--- config.mk ---
export PLATFORM = sky130hd
export DESIGN_NAME = bcd_to_bin
export DESIGN_NICKNAME = d
export VERILOG_FILES = /design/src/rtl/bcd_pkg.sv /design/src/rtl/bcd_digit_corr.sv /design/src/rtl/bcd_to_bin.sv
export SDC_FILE = /design/constraint.sdc
export NUM_CORES = 1
export LEC_CHECK = 0
export CAP_MARGIN = 0
export CORE_MARGIN = 2
export CORE_UTILIZATION = 35
export DETAILED_ROUTE_END_ITERATION = 6
export SLEW_MARGIN = 20
export SYNTH_ARGS = -nofsm -noshare
export SYNTH_HDL_FRONTEND = slang
export SYNTH_SLANG_ARGS = --single-unit
export TNS_END_PERCENT = 100
--- constraint.sdc ---
create_clock -name clk -period 2 [get_ports clk]
set_clock_uncertainty 0.2 [all_clocks]
set_input_delay 0.2 -clock clk [delete_from_list [all_inputs] [get_ports clk]]
set_output_delay 0.2 -clock clk [all_outputs]
set_load 0.02 [all_outputs]
--- src/rtl/bcd_pkg.sv ---
// Shared definitions for the BCD <-> binary converters: FSM states and
// double-dabble correction constants.
package bcd_pkg;

  localparam int BCD_DIGIT_W = 4;

  // Reverse double-dabble: after each right shift, digits >= 8 lose 3.
  localparam logic [BCD_DIGIT_W-1:0] CORR_THRESH = 4'd8;
  localparam logic [BCD_DIGIT_W-1:0] CORR_SUB    = 4'd3;

  typedef enum logic [1:0] {
    IDLE    = 2'd0,
    SHIFT   = 2'd1,
    CORRECT = 2'd2,
    DONE    = 2'd3
  } bcd_state_t;

endpackage

--- src/rtl/bcd_digit_corr.sv ---
// One BCD digit of the reverse double-dabble correction step.
module bcd_digit_corr
  import bcd_pkg::*;
(
  input  logic [BCD_DIGIT_W-1:0] digit_i,
  output logic [BCD_DIGIT_W-1:0] digit_o
);

  // 8..15 map to 5..12, so the 4-bit result never borrows.
  always_comb begin
    digit_o = digit_i;
    if (digit_i >= CORR_THRESH) begin
      digit_o = digit_i - CORR_SUB;
    end
  end

endmodule

--- src/rtl/bcd_to_bin.sv ---
// Sequential BCD-to-binary converter (reverse double-dabble, shift then correct).
// Optional invalid-digit detection is enabled by defining BCD2BIN_DIGIT_CHECK_EN.
module bcd_to_bin
  import bcd_pkg::*;
#(
  parameter int DIGITS = 5,
  parameter int BIN_W  = 17
) (
  input  logic                          clk,
  input  logic                          rst_n,
  input  logic                          en,
  input  logic [BCD_DIGIT_W*DIGITS-1:0] data_i,
  output logic [BIN_W-1:0]              data_o,
  output logic                          rdy_o,
  output logic                          busy_o,
  output logic                          err_o,
  output bcd_state_t                    dbg_state_o
);

  localparam int BCD_W  = BCD_DIGIT_W * DIGITS;
  localparam int WORK_W = BCD_W + BIN_W;
  localparam int CNT_W  = (BIN_W > 1) ? $clog2(BIN_W) : 1;

  // Handshake: en is sampled every edge but only accepted in IDLE; rdy_o is a
  // level held from completion until the edge that accepts the next request.
  bcd_state_t         state_q, state_d;
  logic [WORK_W-1:0]  work_q, work_d;
  logic [CNT_W-1:0]   sh_cnt_q, sh_cnt_d;
  logic [BIN_W-1:0]   data_q, data_d;
  logic               rdy_q, rdy_d;
  logic               busy_q, busy_d;
  logic [BCD_W-1:0]   corr_bcd;

  for (genvar g = 0; g < DIGITS; g++) begin : g_corr
    bcd_digit_corr u_corr (
      .digit_i (work_q[BIN_W + g*BCD_DIGIT_W +: BCD_DIGIT_W]),
      .digit_o (corr_bcd[g*BCD_DIGIT_W +: BCD_DIGIT_W])
    );
  end

`ifdef BCD2BIN_DIGIT_CHECK_EN
  logic err_lat_q, err_lat_d;
  logic err_q, err_d;

  function automatic logic has_bad_digit(input logic [BCD_W-1:0] bcd);
    logic bad;
    bad = 1'b0;
    for (int i = 0; i < DIGITS; i++) begin
      if (bcd[i*BCD_DIGIT_W +: BCD_DIGIT_W] > 4'd9) bad = 1'b1;
    end
    return bad;
  endfunction
`endif

  always_comb begin
    state_d  = state_q;
    work_d   = work_q;
    sh_cnt_d = sh_cnt_q;
    data_d   = data_q;
    rdy_d    = rdy_q;
    busy_d   = busy_q;
`ifdef BCD2BIN_DIGIT_CHECK_EN
    err_lat_d = err_lat_q;
    err_d     = err_q;
`endif
    case (state_q)
      IDLE: begin
        if (en) begin
          work_d   = {data_i, {BIN_W{1'b0}}};
          sh_cnt_d = '0;
          rdy_d    = 1'b0;
          busy_d   = 1'b1;
          state_d  = SHIFT;
`ifdef BCD2BIN_DIGIT_CHECK_EN
          err_lat_d = has_bad_digit(data_i);
          err_d     = 1'b0;
`endif
        end
      end
      SHIFT: begin
        work_d = work_q >> 1;
        if (sh_cnt_q == CNT_W'(BIN_W - 1)) begin
          state_d = DONE;
        end else begin
          sh_cnt_d = sh_cnt_q + CNT_W'(1);
          state_d  = CORRECT;
        end
      end
      CORRECT: begin
        work_d  = {corr_bcd, work_q[BIN_W-1:0]};
        state_d = SHIFT;
      end
      DONE: begin
        data_d  = work_q[BIN_W-1:0];
        rdy_d   = 1'b1;
        busy_d  = 1'b0;
        state_d = IDLE;
`ifdef BCD2BIN_DIGIT_CHECK_EN
        err_d = err_lat_q;
        if (err_lat_q) data_d = '0;
`endif
      end
      default: state_d = IDLE;
    endcase
  end

  always_ff @(posedge clk) begin
    if (!rst_n) begin
      state_q  <= IDLE;
      work_q   <= '0;
      sh_cnt_q <= '0;
      data_q   <= '0;
      rdy_q    <= 1'b0;
      busy_q   <= 1'b0;
`ifdef BCD2BIN_DIGIT_CHECK_EN
      err_lat_q <= 1'b0;
      err_q     <= 1'b0;
`endif
    end else begin
      state_q  <= state_d;
      work_q   <= work_d;
      sh_cnt_q <= sh_cnt_d;
      data_q   <= data_d;
      rdy_q    <= rdy_d;
      busy_q   <= busy_d;
`ifdef BCD2BIN_DIGIT_CHECK_EN
      err_lat_q <= err_lat_d;
      err_q     <= err_d;
`endif
    end
  end

  assign data_o      = data_q;
  assign rdy_o       = rdy_q;
  assign busy_o      = busy_q;
  assign dbg_state_o = state_q;
`ifdef BCD2BIN_DIGIT_CHECK_EN
  assign err_o = err_q;
`else
  assign err_o = 1'b0;
`endif

endmodule

# Word-level counts from Yosys, hierarchy flattened
# Index checks and enable logic that the tools add are counted.
# word_totals
ff_bits,63
inputBits,23
output_inout_bits,22
word_cells,63
# op_classes
add_sub_neg,6
order_cmp,5
n_eq_ne,11
n_mux,17
bitwise,1
n_reduce_logical,12
# op_table
op,n
37-bit one-hot mux with 3 select lines,1
37-bit 2-to-1 mux,1
3-bit AND reduction,7
"4-bit >= comparator, second input constant",5
4-bit 2-to-1 mux,5
"4-bit by 2-bit subtractor with 4-bit output, second input constant",5
5-bit 2-to-1 mux,2
"2-bit by 1-bit != test with 1-bit output, second input constant",5
5-bit one-hot mux with 2 select lines,1
2-bit one-hot mux with 4 select lines,1
"5-bit by 1-bit adder with 5-bit output, second input constant",1
"5-bit equality test, second input constant",1
"2-bit equality test, second input constant",2
"2-bit != test, second input constant",2
1-bit one-hot mux with 2 select lines,2
2-bit nonzero test,2
1-bit 2-to-1 mux,3
3-bit nonzero test,1
"2-bit by 1-bit equality test with 1-bit output, second input constant",1
2-bit zero test,1
2-bit 2-to-1 mux,1
2-bit AND reduction,1
1-bit NOT,1

# Depth between registers and ports, before layout
# depth
ltp_word,3
depth_mapped,7
depth_no_buf,5

# By module
# A second synthesis with hierarchy kept.
# hier_totals
cells_unflattened,371
hier_area_um2,3255.6
# by_module_without_submodules
mod,instances,cells_each,area_per_inst_um2,seq_area_each_um2
bcd_to_bin,1,316,2874.0,1261.2
bcd_digit_corr,5,11,76.3,0.0

# Worst setup path before layout
# OpenSTA, ideal clock, no wires.
# synth_path
path_type,register to register
from,"reg state_q[0], in the netlist dbg_state_o[0]"
to,reg work_q[24]
setup_ps,119
arrival_ps,1770
t_required_ps,1681
slack_ps,-89
stages_incl_launch_ff,8
path_buffers,2
period_less_slack_ps,2089
cell_sequence,dfxtp_1 inv_1 ha_1 and2_1 clkbuf_1 clkbuf_1 a22o_1 o221a_2
# synth_between
elab_chain_cells,3
word_cells_on_any_way,8
cone_classes,4 x eq/ne; 1 x mux; 3 x reduce/logical
# synth_rtl
item,line_no,rtl
"start, declared",bcd_to_bin.sv:26,"bcd_state_t state_q, state_d;"
"start signal, assigned",bcd_to_bin.sv:120,state_q <= state_d;
"2-bit equality test, or another cell as far along",bcd_to_bin.sv:66,case (state_q)
"2-bit by 1-bit != test with 1-bit output (no line), or another cell as far along",-,
3-bit AND reduction (no line),-,
"end signal, assigned",bcd_to_bin.sv:121,work_q <= work_d;
"end, declared",bcd_to_bin.sv:27,"logic [WORK_W-1:0] work_q, work_d;"
# Several ways; a longest one is shown, not always the timed one.
# A chain may end at the register's enable or synchronous reset.

# Worst setup path in the final report
# layout_path
from,"reg state_q[0], in the netlist dbg_state_o[0]"
to,reg work_q[22]
# The elaborated chain is that of the path after synthesis.

==> summary.txt <==
Final layout
  • Synth-to-layout area growth: 29.1%
  • Share of post-route cells with drive strength above 1: about a fifth
  • Count of antenna diodes in the layout: 0
  • Count of nets after finishing: 451
  • Design Area, Final: 0.00433 mm²

Setup path
  • Endpoint kind of the worst setup timing path: register
  • End of the worst register-to-register path: work_q[22]$_SDFFE_PN0P_
  • Worst endpoint data arrival time: 1.99 ns
  • Maximum cell stage delay along the critical path: 0.55 ns
  • Worst setup SP type: register
  • Startpoint of the worst-slack reg-to-reg timing path: dbg_state_o[0]$_SDFFE_PN0P_
  • Top delay family on crit path: simple AND/OR/NAND/NOR gates
  • Worst setup slack for register-to-register paths: between 0.05 and 0.06 ns
  • Worst r2r path cells: 5
  • Type of the setup path with the least slack: reg2reg
  • Max FO, Critical Path: 15
  • Library cell contributing the largest single delay on the critical path: or4b_4
  • WP data required: a little over 2 ns
  • Worst path bufs/invs: 1
  • Cell chain of the critical path: inv_1, ha_4, nor2b_4, or4b_4, o31ai_1

Yosys
  • Synthesized netlist cell count: 355
  • List of most frequent post-synthesis cells: dfxtp_1 (63), o21ai_0 (26), clkbuf_1 (23)
  • Async set or reset register ratio after synthesis: 0%
  • Avg Inst Size Synth: 9.45 µm²
  • Largest area contributor in the netlist: dfxtp_1
  • Top FF cell, synth: dfxtp_1
  • Cell area after synthesis: 0.00335 mm²
  • Dominant cell by count in the synthesized netlist: dfxtp_1
  • Fraction of the yosys area taken by sequential cells: between 30% and 40%
  • Yosys Warn Count: 0
  • FF+latch count, synth: 63
  • Unique cell type count in the Yosys netlist: 41
  • Total nets after synthesis: approximately 400
  • Biggest area contributors in the synthesized netlist: dfxtp_1 (38%), ha_1 (6.3%), mux2i_1 (6.3%), nand4b_1 (5.0%), a21boi_0 (4.0%)
  • Number of enable flip-flop cells after synthesis: 0
  • Top-area cell type share of the netlist area: roughly 38%

Clock network
  • Number of sinks handled by clock tree synthesis: 63
  • Clock latency on the worst-skew pair: 0.34 ns
  • Cts bufs inserted: 9
  • CTS tree: yes
  • Count of H-tree levels built during CTS: 3
  • Post-cts hold buffer count: 0
  • Largest buffer count on any clock path: 2
  • Clock Tree Root: clkbuf_8
  • Clock input transition at the sequential cells of the worst setup and hold paths: 0.08 ns

Pwr
  • Peak supply drop: 0.390 mV
  • Pwr Density: approximately 820 mW/mm²
  • Leakage power: roughly 1.5 nW

Global routing
  • Maximum number of pins on one net before global-route repair: 37
  • Total routing usage reported by global routing: 16.4%
  • Number of global-route vias before repair: 2837
  • Wire length of the first global-routing pass: between 10000 and 15000 µm
  • Number of antenna violations at the first check in global routing: 0
  • Overflow left after global routing: 0

Timing
  • Ratio of final minimum period to clock period: 97.4%
  • RSZ-0062 raised after global routing: no
  • Final worst setup slack: 0.0519 ns
  • Number of failing setup endpoints in the final timing report: 0
  • Fin Hold WS: 0.0913 ns
  • Final Hold Vio Count: 0
  • Number of pins with negative max-slew slack in the final report: 0
  • Max frequency: 0.513 GHz
  • Post-route setup TNS: 0 ns
  • Fin crit period: 1.95 ns

Detailed routing
  • First-pass iteration count of the detailed router: 4
  • Total via count after detailed routing: around 3000
  • Total wire length after detailed routing: 8190 µm
  • Sum of met2 wire segment lengths after detailed routing: approximately 3800 µm
  • Met3 Routed Length: 385 µm
  • Post-Route M1 WL: 3930 µm
  • Avg Vias per Cell: 5.36
  • DRC marker count from the first detailed-route iteration: ~100
  • Remaining antenna violation count: 0
  • Avg WL per Cell: 15.0 µm
  • Highest Signal Layer: met4
  • Remaining design rule violation count: 0

Placed design
  • Total of buffers placed on input and output ports: 43
  • Placer congestion estimate: between 0.8 and 0.9
  • HPWL Detailed: around 5500 µm
  • Area post-placement: 0.00406 mm²
  • Minimum setup slack after placement: -0.0626 ns

Floorplanning
  • Die height: around 100 µm
  • Die outline area: a little over 0.01 mm²
  • Core Box Area: 0.00928 mm²
  • Initial Util: 36.1%
  • Number of placement rows: 35
  • I/O pin total: 45
  • Horizontal extent of the die: 102 µm

Outcome
  • Outcome: completed

Hold path
  • Hold Path End: work_q[32]$_SDFFE_PN0P_
  • Hold path start: rst_n
  • Kind of path behind the tightest hold check: in2reg
  • Depth of the worst hold-timing path: 2

Job
  • Maximum Capacitance Violations: 0
[worst max path at each step]
| stage | slack (ns) | from | endpoint | depth (start not counted) |
|---|---|---|---|---|
| final | 0.05 | dbg_state_o[0]$_SDFFE_PN0P_ | work_q[22]$_SDFFE_PN0P_ | 5 |
| after global routing | 0.006 | dbg_state_o[0]$_SDFFE_PN0P_ | work_q[25]$_SDFFE_PN0P_ | 5 |
| after CTS | -0.009 | dbg_state_o[0]$_SDFFE_PN0P_ | work_q[35]$_SDFFE_PN0P_ | 6 |
| after detailed placement | -0.06 | en | work_q[22]$_SDFFE_PN0P_ | 4 |
| after global placement | 0.02 | en | work_q[22]$_SDFFE_PN0P_ | 4 |
| after floorplan | 0.03 | dbg_state_o[0]$_SDFFE_PN0P_ | work_q[24]$_SDFFE_PN0P_ | 7 |
[report_power, final]
group	internal, mW	switching, mW
clock network	0.526	0.537
logic	0.493	0.509
registers	1.35	0.118
total	2.37	1.16
[area by class of cell]
class | count | area, µm²
Fill cell | 914 | 4950
Multi-Input combinational cell | 242 | 1940
Sequential cell | 63 | 1260
Timing Repair Buffer | 78 | 704
Tap cell | 129 | 161
Clock buffer | 11 | 151
Inverter | 17 | 67.6
Clock inverter | 5 | 38.8
[flip-flops by register name, indices dropped and copies added, names as in the netlist]
signal	flops
work_q	37
rdy_o	1
sh_cnt_q	5
dbg_state_o	2
busy_o	1
data_o	17
[what timing repair did]
item | 4_1_cts | 5_1_grt
gates resized for setup | 1 | 15
setup buffers | 0 | 1
pin swaps | 0 | 1
setup endpoints to repair | 6 | 34
[layer usage]
metal / track usage, % / up-vias
li1: - / 1444
met1: 21.7 / 1408
met2: 26.7 / 63
met3: 4.04 / 8
met4: 4.82 / 0
met5: 0 / -
[per-stage QoR]
step                utilization [%]  cells  power (mW)
detailed placement             43.7    528        2.43
finish                         46.7    545        3.53
global route                   46.7    545        3.75
floorplan                         -    355        2.07
CTS                            45.8    544        3.51
global placement               43.7    528        2.41
[logic make-up after synthesis]
| kind of cell | after synthesis | share of synthesized area [%] |
|---|---|---|
| flip-flops | 63 | 37.6 |
| multiplexers | 22 | 6.60 |
| adder cells (fa/ha/maj) | 17 | 6.34 |
| buffers and inverters | 50 | 6.23 |
| other | 1 | 0.112 |
| AND/OR/NAND/NOR | 82 | 16.9 |
| XOR/XNOR | 3 | 0.783 |
| AO/OA/AOI/OAI | 117 | 25.4 |
[worst register-to-register path: stages, from the launching register on]
cell and delay [ns]:
dfxtp_2 0.36, inv_1 0.10, ha_4 0.20, nor2b_4 0.19, or4b_4 0.55, o31ai_1 0.26
[placed cells by master, fill, tap and decap left out, types with 3 or more instances in the layout]
| cell type | n |
|---|---|
| dfxtp_1 | 61 |
| a22o_1 | 4 |
| o41ai_1 | 3 |
| a21boi_0 | 18 |
| nor2b_1 | 20 |
| inv_1 | 15 |
| nand2_1 | 10 |
| mux2i_1 | 20 |
| xnor2_1 | 3 |
| nand4b_1 | 19 |
| o21ai_0 | 25 |
| clkbuf_8 | 11 |
| or4b_4 | 4 |
| nand3_1 | 4 |
| o311ai_0 | 13 |
| nor2b_4 | 3 |
| a21oi_1 | 11 |
| buf_4 | 33 |
| a221oi_1 | 15 |
| nor2_1 | 11 |
| o31ai_1 | 11 |
| o211ai_1 | 4 |
| clkdlybuf4s50_1 | 42 |
| o221a_2 | 5 |
| ha_1 | 13 |
(Power assumes the default switching activity.)
